===== src/rtl/pipe_skid_barrier_if.sv =====
// pipe_skid_barrier_if: valid/ready handshake bundle for both sides of the skid barrier.
interface pipe_skid_barrier_if #(parameter int WIDTH = 16);
    logic             in_valid;
    logic             in_ready;
    logic [WIDTH-1:0] in_data;
    logic             out_valid;
    logic             out_ready;
    logic [WIDTH-1:0] out_data;
    logic [1:0]       level;
    modport master (
        output in_valid, in_data, out_ready,
        input  in_ready, out_valid, out_data, level
    );
    modport slave (
        input  in_valid, in_data, out_ready,
        output in_ready, out_valid, out_data, level
    );
endinterface


===== src/rtl/pipe_skid_barrier.sv =====
// pipe_skid_barrier: two-entry skid buffer with fully registered ready/valid.
// Optional flush is compiled in by defining PIPE_SKID_BARRIER_FLUSH_EN.
module pipe_skid_barrier #(
    parameter int               WIDTH      = 16,
    parameter logic [WIDTH-1:0] RESET_DATA = '0
) (
    input logic               clk,
    input logic               reset,
    input logic               flush,
    pipe_skid_barrier_if.slave bus
);
    typedef enum logic [1:0] {EMPTY = 2'd0, BUSY = 2'd1, FULL = 2'd2} state_t;
    state_t state, state_next;
    logic [WIDTH-1:0] main_q, skid_q;
    logic in_ready, out_valid, in_fire, out_fire, do_flush;
`ifdef PIPE_SKID_BARRIER_FLUSH_EN
    assign do_flush = flush;
`else
    logic unused_flush;
    assign unused_flush = flush;
    assign do_flush = 1'b0;
`endif
    assign in_fire  = bus.in_valid & in_ready;
    assign out_fire = out_valid & bus.out_ready;
    always_ff @(posedge clk or posedge reset)
        if (reset) state <= EMPTY;
        else       state <= state_next;
    always_comb begin
        state_next = state;
        case (state)
            EMPTY:   state_next = in_fire ? BUSY : EMPTY;
            BUSY:    state_next = (in_fire && !out_fire) ? FULL :
                                  (!in_fire && out_fire) ? EMPTY : BUSY;
            FULL:    state_next = out_fire ? BUSY : FULL;
            default: state_next = EMPTY;
        endcase
        if (do_flush) state_next = EMPTY;
    end
    always_comb begin
        in_ready      = state != FULL;
        out_valid     = state != EMPTY;
        bus.in_ready  = in_ready;
        bus.out_valid = out_valid;
        bus.out_data  = main_q;
        bus.level     = state == FULL ? 2'd2 : state == BUSY ? 2'd1 : 2'd0;
    end
    // Main takes fresh input only when it is (or is becoming) free; otherwise input parks in skid.
    always_ff @(posedge clk or posedge reset)
        if (reset) begin
            main_q <= RESET_DATA;
            skid_q <= RESET_DATA;
        end else if (do_flush) begin
            main_q <= RESET_DATA;
            skid_q <= RESET_DATA;
        end else begin
            if (in_fire && (state == EMPTY || out_fire)) main_q <= bus.in_data;
            else if (state == FULL && out_fire)          main_q <= skid_q;
            if (in_fire && state == BUSY && !out_fire)   skid_q <= bus.in_data;
        end
endmodule


===== src/flat_wrapper.sv =====
// flat-port wrapper written by rule: the top's interface ports become plain ports
module pipe_skid_barrier_flat 
#(
    parameter int               WIDTH      = 16,
    parameter logic [WIDTH-1:0] RESET_DATA = '0
)
  (clk, reset, flush, bus_in_valid, bus_in_data, bus_out_ready, bus_in_ready, bus_out_valid, bus_out_data, bus_level);
  pipe_skid_barrier_if #(.WIDTH(WIDTH)) bus_i ();
  input logic clk;
  input logic reset;
  input logic flush;
  input wire logic [$bits(bus_i.in_valid)-1:0] bus_in_valid;
  input wire logic [$bits(bus_i.in_data)-1:0] bus_in_data;
  input wire logic [$bits(bus_i.out_ready)-1:0] bus_out_ready;
  output wire logic [$bits(bus_i.in_ready)-1:0] bus_in_ready;
  output wire logic [$bits(bus_i.out_valid)-1:0] bus_out_valid;
  output wire logic [$bits(bus_i.out_data)-1:0] bus_out_data;
  output wire logic [$bits(bus_i.level)-1:0] bus_level;
  assign bus_i.in_valid = bus_in_valid;
  assign bus_i.in_data = bus_in_data;
  assign bus_i.out_ready = bus_out_ready;
  assign bus_in_ready = bus_i.in_ready;
  assign bus_out_valid = bus_i.out_valid;
  assign bus_out_data = bus_i.out_data;
  assign bus_level = bus_i.level;
  pipe_skid_barrier #(.WIDTH(WIDTH), .RESET_DATA(RESET_DATA)) u_core (.clk(clk), .reset(reset), .flush(flush), .bus(bus_i));
endmodule

===== config.mk =====
export PLATFORM = sky130hd
export DESIGN_NAME = pipe_skid_barrier_flat
export DESIGN_NICKNAME = d
export VERILOG_FILES = /design/src/rtl/pipe_skid_barrier_if.sv /design/src/rtl/pipe_skid_barrier.sv /design/src/flat_wrapper.sv
export SDC_FILE = /design/constraint.sdc
export NUM_CORES = 1
export LEC_CHECK = 0
export ABC_AREA = 1
export CORE_MARGIN = 2
export CORE_UTILIZATION = 47
export DETAILED_ROUTE_END_ITERATION = 8
export PLACE_DENSITY = 0.77
export SKIP_CTS_REPAIR_TIMING = 1
export SLEW_MARGIN = 30
export SYNTH_ARGS = -nofsm -noshare
export SYNTH_HDL_FRONTEND = slang
export SYNTH_SLANG_ARGS = --single-unit

===== constraint.sdc =====
create_clock -name clk -period 1.5 [get_ports clk]
set_input_delay 0.15 -clock clk [delete_from_list [all_inputs] [get_ports clk]]
set_output_delay 0.15 -clock clk [all_outputs]
set_load 0.005 [all_outputs]

Word level (Yosys, flattened, before mapping)
Cells that the tools add are included.
{"block": "classes", "eq_ne": 3, "muxes": 9, "bitwise": 2, "reduce_logical": 12}
{"op": "$mux W16", "n": 2}
{"op": "$logic_and A1 B1 Y1", "n": 6}
{"op": "$mux W2", "n": 3}
{"op": "$pmux W2 S3", "n": 1}
{"op": "$reduce_bool A2 Y1", "n": 2}
{"op": "$mux W1", "n": 3}
{"op": "$and A1 B1 Y1", "n": 2}
{"op": "$eq A2 B1 Y1 const B", "n": 1}
{"op": "$eq A2 B2 Y1 const B", "n": 1}
{"op": "$logic_not A1 Y1", "n": 2}
{"op": "$logic_not A2 Y1", "n": 1}
{"op": "$ne A2 B2 Y1 const B", "n": 1}
{"op": "$logic_or A1 B1 Y1", "n": 1}
{"block": "word_totals", "ff_bits": 34, "inputBits": 21, "out_inout_bits": 20, "elab_cells": 29}

Longest topological paths before layout
{"block": "depth", "word_depth": 7, "mapped_depth": 7, "depth_no_buf": 6}

Worst setup path before layout
Ideal clock, no wire load.
{"block": "synth_timing", "path_type": "reg2reg", "start": "register u_core.state[0]", "end": "register u_core.skid_q[0]", "setup_time_ps": 117, "arrival_ps": 1020, "required_ps": 1383, "path_slack_ps": 363, "path_stages_with_launch": 7, "path_buffers": 1, "period_less_slack_ps": 1137, "cell_sequence": "dfrtp_1 -> inv_2 -> nor2_2 -> nand3_2 -> buf_4 -> nand2_1 -> o21ai_2"}
{"block": "synth_via", "elab_chain_len": 4, "word_cells_on_any_way": 8, "cone_classes": "2 x eq/ne; 2 x bitwise; 4 x reduce/logical"}
{"element": "start, declared", "line": "pipe_skid_barrier.sv:13", "rtl": "state_t state, state_next;"}
{"element": "start signal, assigned", "line": "pipe_skid_barrier.sv:27", "rtl": "else state <= state_next;"}
{"element": "$ne A2 B2 Y1 / $reduce_bool A2 Y1 (equally long branches)", "line": "pipe_skid_barrier.sv:40, pipe_skid_barrier.sv:41"}
{"element": "$and A1 B1 Y1, on equally long branches", "line": "pipe_skid_barrier.sv:23, pipe_skid_barrier.sv:24"}
{"element": "$logic_and A1 B1 Y1 / $logic_not A1 Y1 (equally long branches)", "line": "pipe_skid_barrier.sv:58", "rtl": "if (in_fire && state == BUSY && !out_fire) skid_q <= bus.in_data;"}
{"element": "$logic_and A1 B1 Y1 (*)", "line": "pipe_skid_barrier.sv:58"}
{"element": "end signal, assigned", "line": "pipe_skid_barrier.sv:58"}
{"element": "end, declared", "line": "pipe_skid_barrier.sv:14", "rtl": "logic [WIDTH-1:0] main_q, skid_q;"}
Every way passes the cells marked *; elsewhere a longest branch is shown, timed or not.
A chain may end at the register's enable or synchronous reset.

Worst setup path after layout
{"block": "layout_timing", "start": "register u_core.main_q[1] (netlist: u_core.bus.out_data[1])", "end": "output port bus_out_data[1]"}
{"element": "start, declared", "line": "pipe_skid_barrier.sv:14"}
{"element": "start signal, assigned", "line": "pipe_skid_barrier.sv:56", "rtl": "if (in_fire && (state == EMPTY || out_fire)) main_q <= bus.in_data;"}
{"element": "start signal, assigned", "line": "pipe_skid_barrier.sv:57", "rtl": "else if (state == FULL && out_fire) main_q <= skid_q;"}
{"element": "end, declared", "line": "flat_wrapper.sv:17", "rtl": "output wire logic [$bits(bus_i.out_data)-1:0] bus_out_data;"}
No word-level cell between the ends.

==> out/metrics.yaml <==
status: "finished, final reports clean"
ys_seq_area_share_pct: 54.8
fin_area_um2: 2070
path_delay_family: "buffers and inverters"
cpMaxStageDelayCell: "clkdlybuf4s50_1"
synth_warnings: 0
fill_cells: 267
grt_use_total_pct: 19.4
startpoint: "u_core.bus.out_data[1]"
synthFlopType: "dfrtp_1"
r2r_setup_slack_ps: 140
ys_ff_latch: 34
cp.depth: 1
synth-edff-count: 0
root_buffer: "clkbuf_4"
insertion_delay_ps: 330
placed_area_um2: 1990
synth_nets: 193
vias: 1268
async_flop_share_pct: 100
cp_slowest_stage_delay_ps: 510
wl_per_cell_um: 12.0
dp_hpwl_um: 2260
antenna_found_initial: 0
first_pass_iters: 4
area_growth_pct: 33.4
syn_inst: 172
fin_tns_setup_ps: 0
regToRegEndpoint: "u_core.bus.out_data[4]"
initial_core_util_pct: 50.0
min_period_ps: 1370
pin_count: 41
crit_required_ps: 1350
crit_path_cell_trace: "clkdlybuf4s50_1"
finalNonFillerCells: 263
grt_pass1_vias: 1245
cts_buffer_depth: 2
grt_overflow: 0
whs_ps: 200
critical_path_class: "register to output port"
cp-end-kind: "output port"
drv_cap: 0
synth_area_per_cell_um2: 9.02
finalCritPeriodShare_pct: 91.1
setup_violations: 0
globalplace.congestion: 0.747
crit_buf_inv: 1
via_per_inst: 4.82
post-route-util_pct: 66.7
arrival_ps: 1220
routed_wl_um: 3150
dieArea_um2: 3780
clk_pin_slew_ps: 90
hold_path_class: "input pin to asynchronous set/reset pin"
grt_pass1_wl_um: 5280
grt_max_degree: 35
endpoint: "bus_out_data[1]"
max-vdd-ir-drop_v: 0.000790
nets: 240
tightest_slew_ps: 409
yosysUniqueCellTypes: 18
io_buffers: 39
drtIter0Drc: 44
tritoncts: "yes"
slew_violations: 0
finalHoldViolCount: 0
max_slew_margin_pct: 72.7
drc: 0
place_inst: 253
ant_nets: 0
num_antenna_cells: 0
die-width_um: 61.5
ff2ff_path_depth: 7
skew_ps: 6.62
die_h_um: 61.5
clock_sinks: 34
drive_gt1_share_pct: 15.5
fmax_mhz: 732
r2r-start: "u_core.state[1]"
critPathLaunchType: "register"
rows: 20
p_leak_nw: 1.04
cts_max_level: 2
core_area_um2: 3100
cts_buffers: 5
syn-cell-area_um2: 1550
worstPathMaxFanout: 2
powerDensity_nw_per_um2: 1410
[sequential cells by signal (all words and copies together), names as in the netlist]
name,flops
u_core.bus.out_data,16
u_core.state,2
u_core.skid_q,16
[worst min path at each step]
stage                           startpoint                endpoint  slack (ps)
after floorplan              bus_out_ready         u_core.state[1]         260
after global placement    u_core.skid_q[4]        u_core.skid_q[4]         470
after detailed placement  u_core.skid_q[2]        u_core.skid_q[2]         470
after CTS                            reset  u_core.bus.out_data[1]         210
after global routing                 reset  u_core.bus.out_data[5]         240
final                                reset  u_core.bus.out_data[0]         200
[metrics by stage]
stage,power (W),setup WS [ps]
global placement,0.00244,-41.8
floorplan,0.00198,363
finish,0.00292,133
detailed placement,0.00249,-66.0
global route,0.00315,-5.42
CTS,0.00294,-162
[report_power, final]
group	switching, W	leakage [nW]	total [W]	internal [W]
Clock	0.000275	0.0254	0.000451	0.000176
Sequential	0.000192	0.420	0.00146	0.00126
Combinational	0.000445	0.598	0.00102	0.000573
Total	0.000912	1.04	0.00292	0.00201
[cells in the mapped netlist, types with 2 or more instances]
library cell,count,area (um^2)
inv_1,17,63.8
nand3_2,2,20.0
dfrtp_1,34,851
nand3_1,32,160
nor2_4,2,22.5
nand2_2,2,12.5
buf_6,5,56.3
inv_2,3,11.3
o21ai_1,8,40.0
o21ai_2,8,70.1
nand2_1,52,195
[cell families after synthesis]
| group | count (synthesis) | synth area share [%] |
|---|---|---|
| AND/OR/NAND/NOR | 92 | 27.6 |
| flip-flops | 34 | 54.8 |
| buffers and inverters | 28 | 9.60 |
| AO/OA/AOI/OAI | 17 | 7.42 |
| XOR/XNOR | 1 | 0.565 |
[cell type report]
cell class / instances / area, um^2 / share of cell area [%]
repair buffers: 47 / 485 / 23.5
clock buffers: 7 / 45.0 / 2.18
well taps: 44 / 55.1 / 2.66
flip-flops and latches: 34 / 852 / 41.2
multi-input cells: 110 / 552 / 26.7
inverters: 21 / 80.1 / 3.87
[per-layer routing]
metal / vias to the layer above / global-route usage [%] / part of all wire [%]
met2: 23 / 34.3 / 55
met5: - / 0 / 0
met1: 600 / 22.2 / 40
li1: 639 / - / -
met4: 0 / 6.38 / 1.2
met3: 6 / 6.30 / 4.3
[cell usage in the layout (no fill, tap or decap), drive strengths merged, types with 3 or more instances in the layout]
master and instances:
buf 8, inv 20, nor2 3, clkdlybuf4s50 35
nand3 34, nand2 55, dlymetal6s2s 4, o21ai 17
clkbuf 7, dfrtp 34
(Power assumes the default switching activity.)
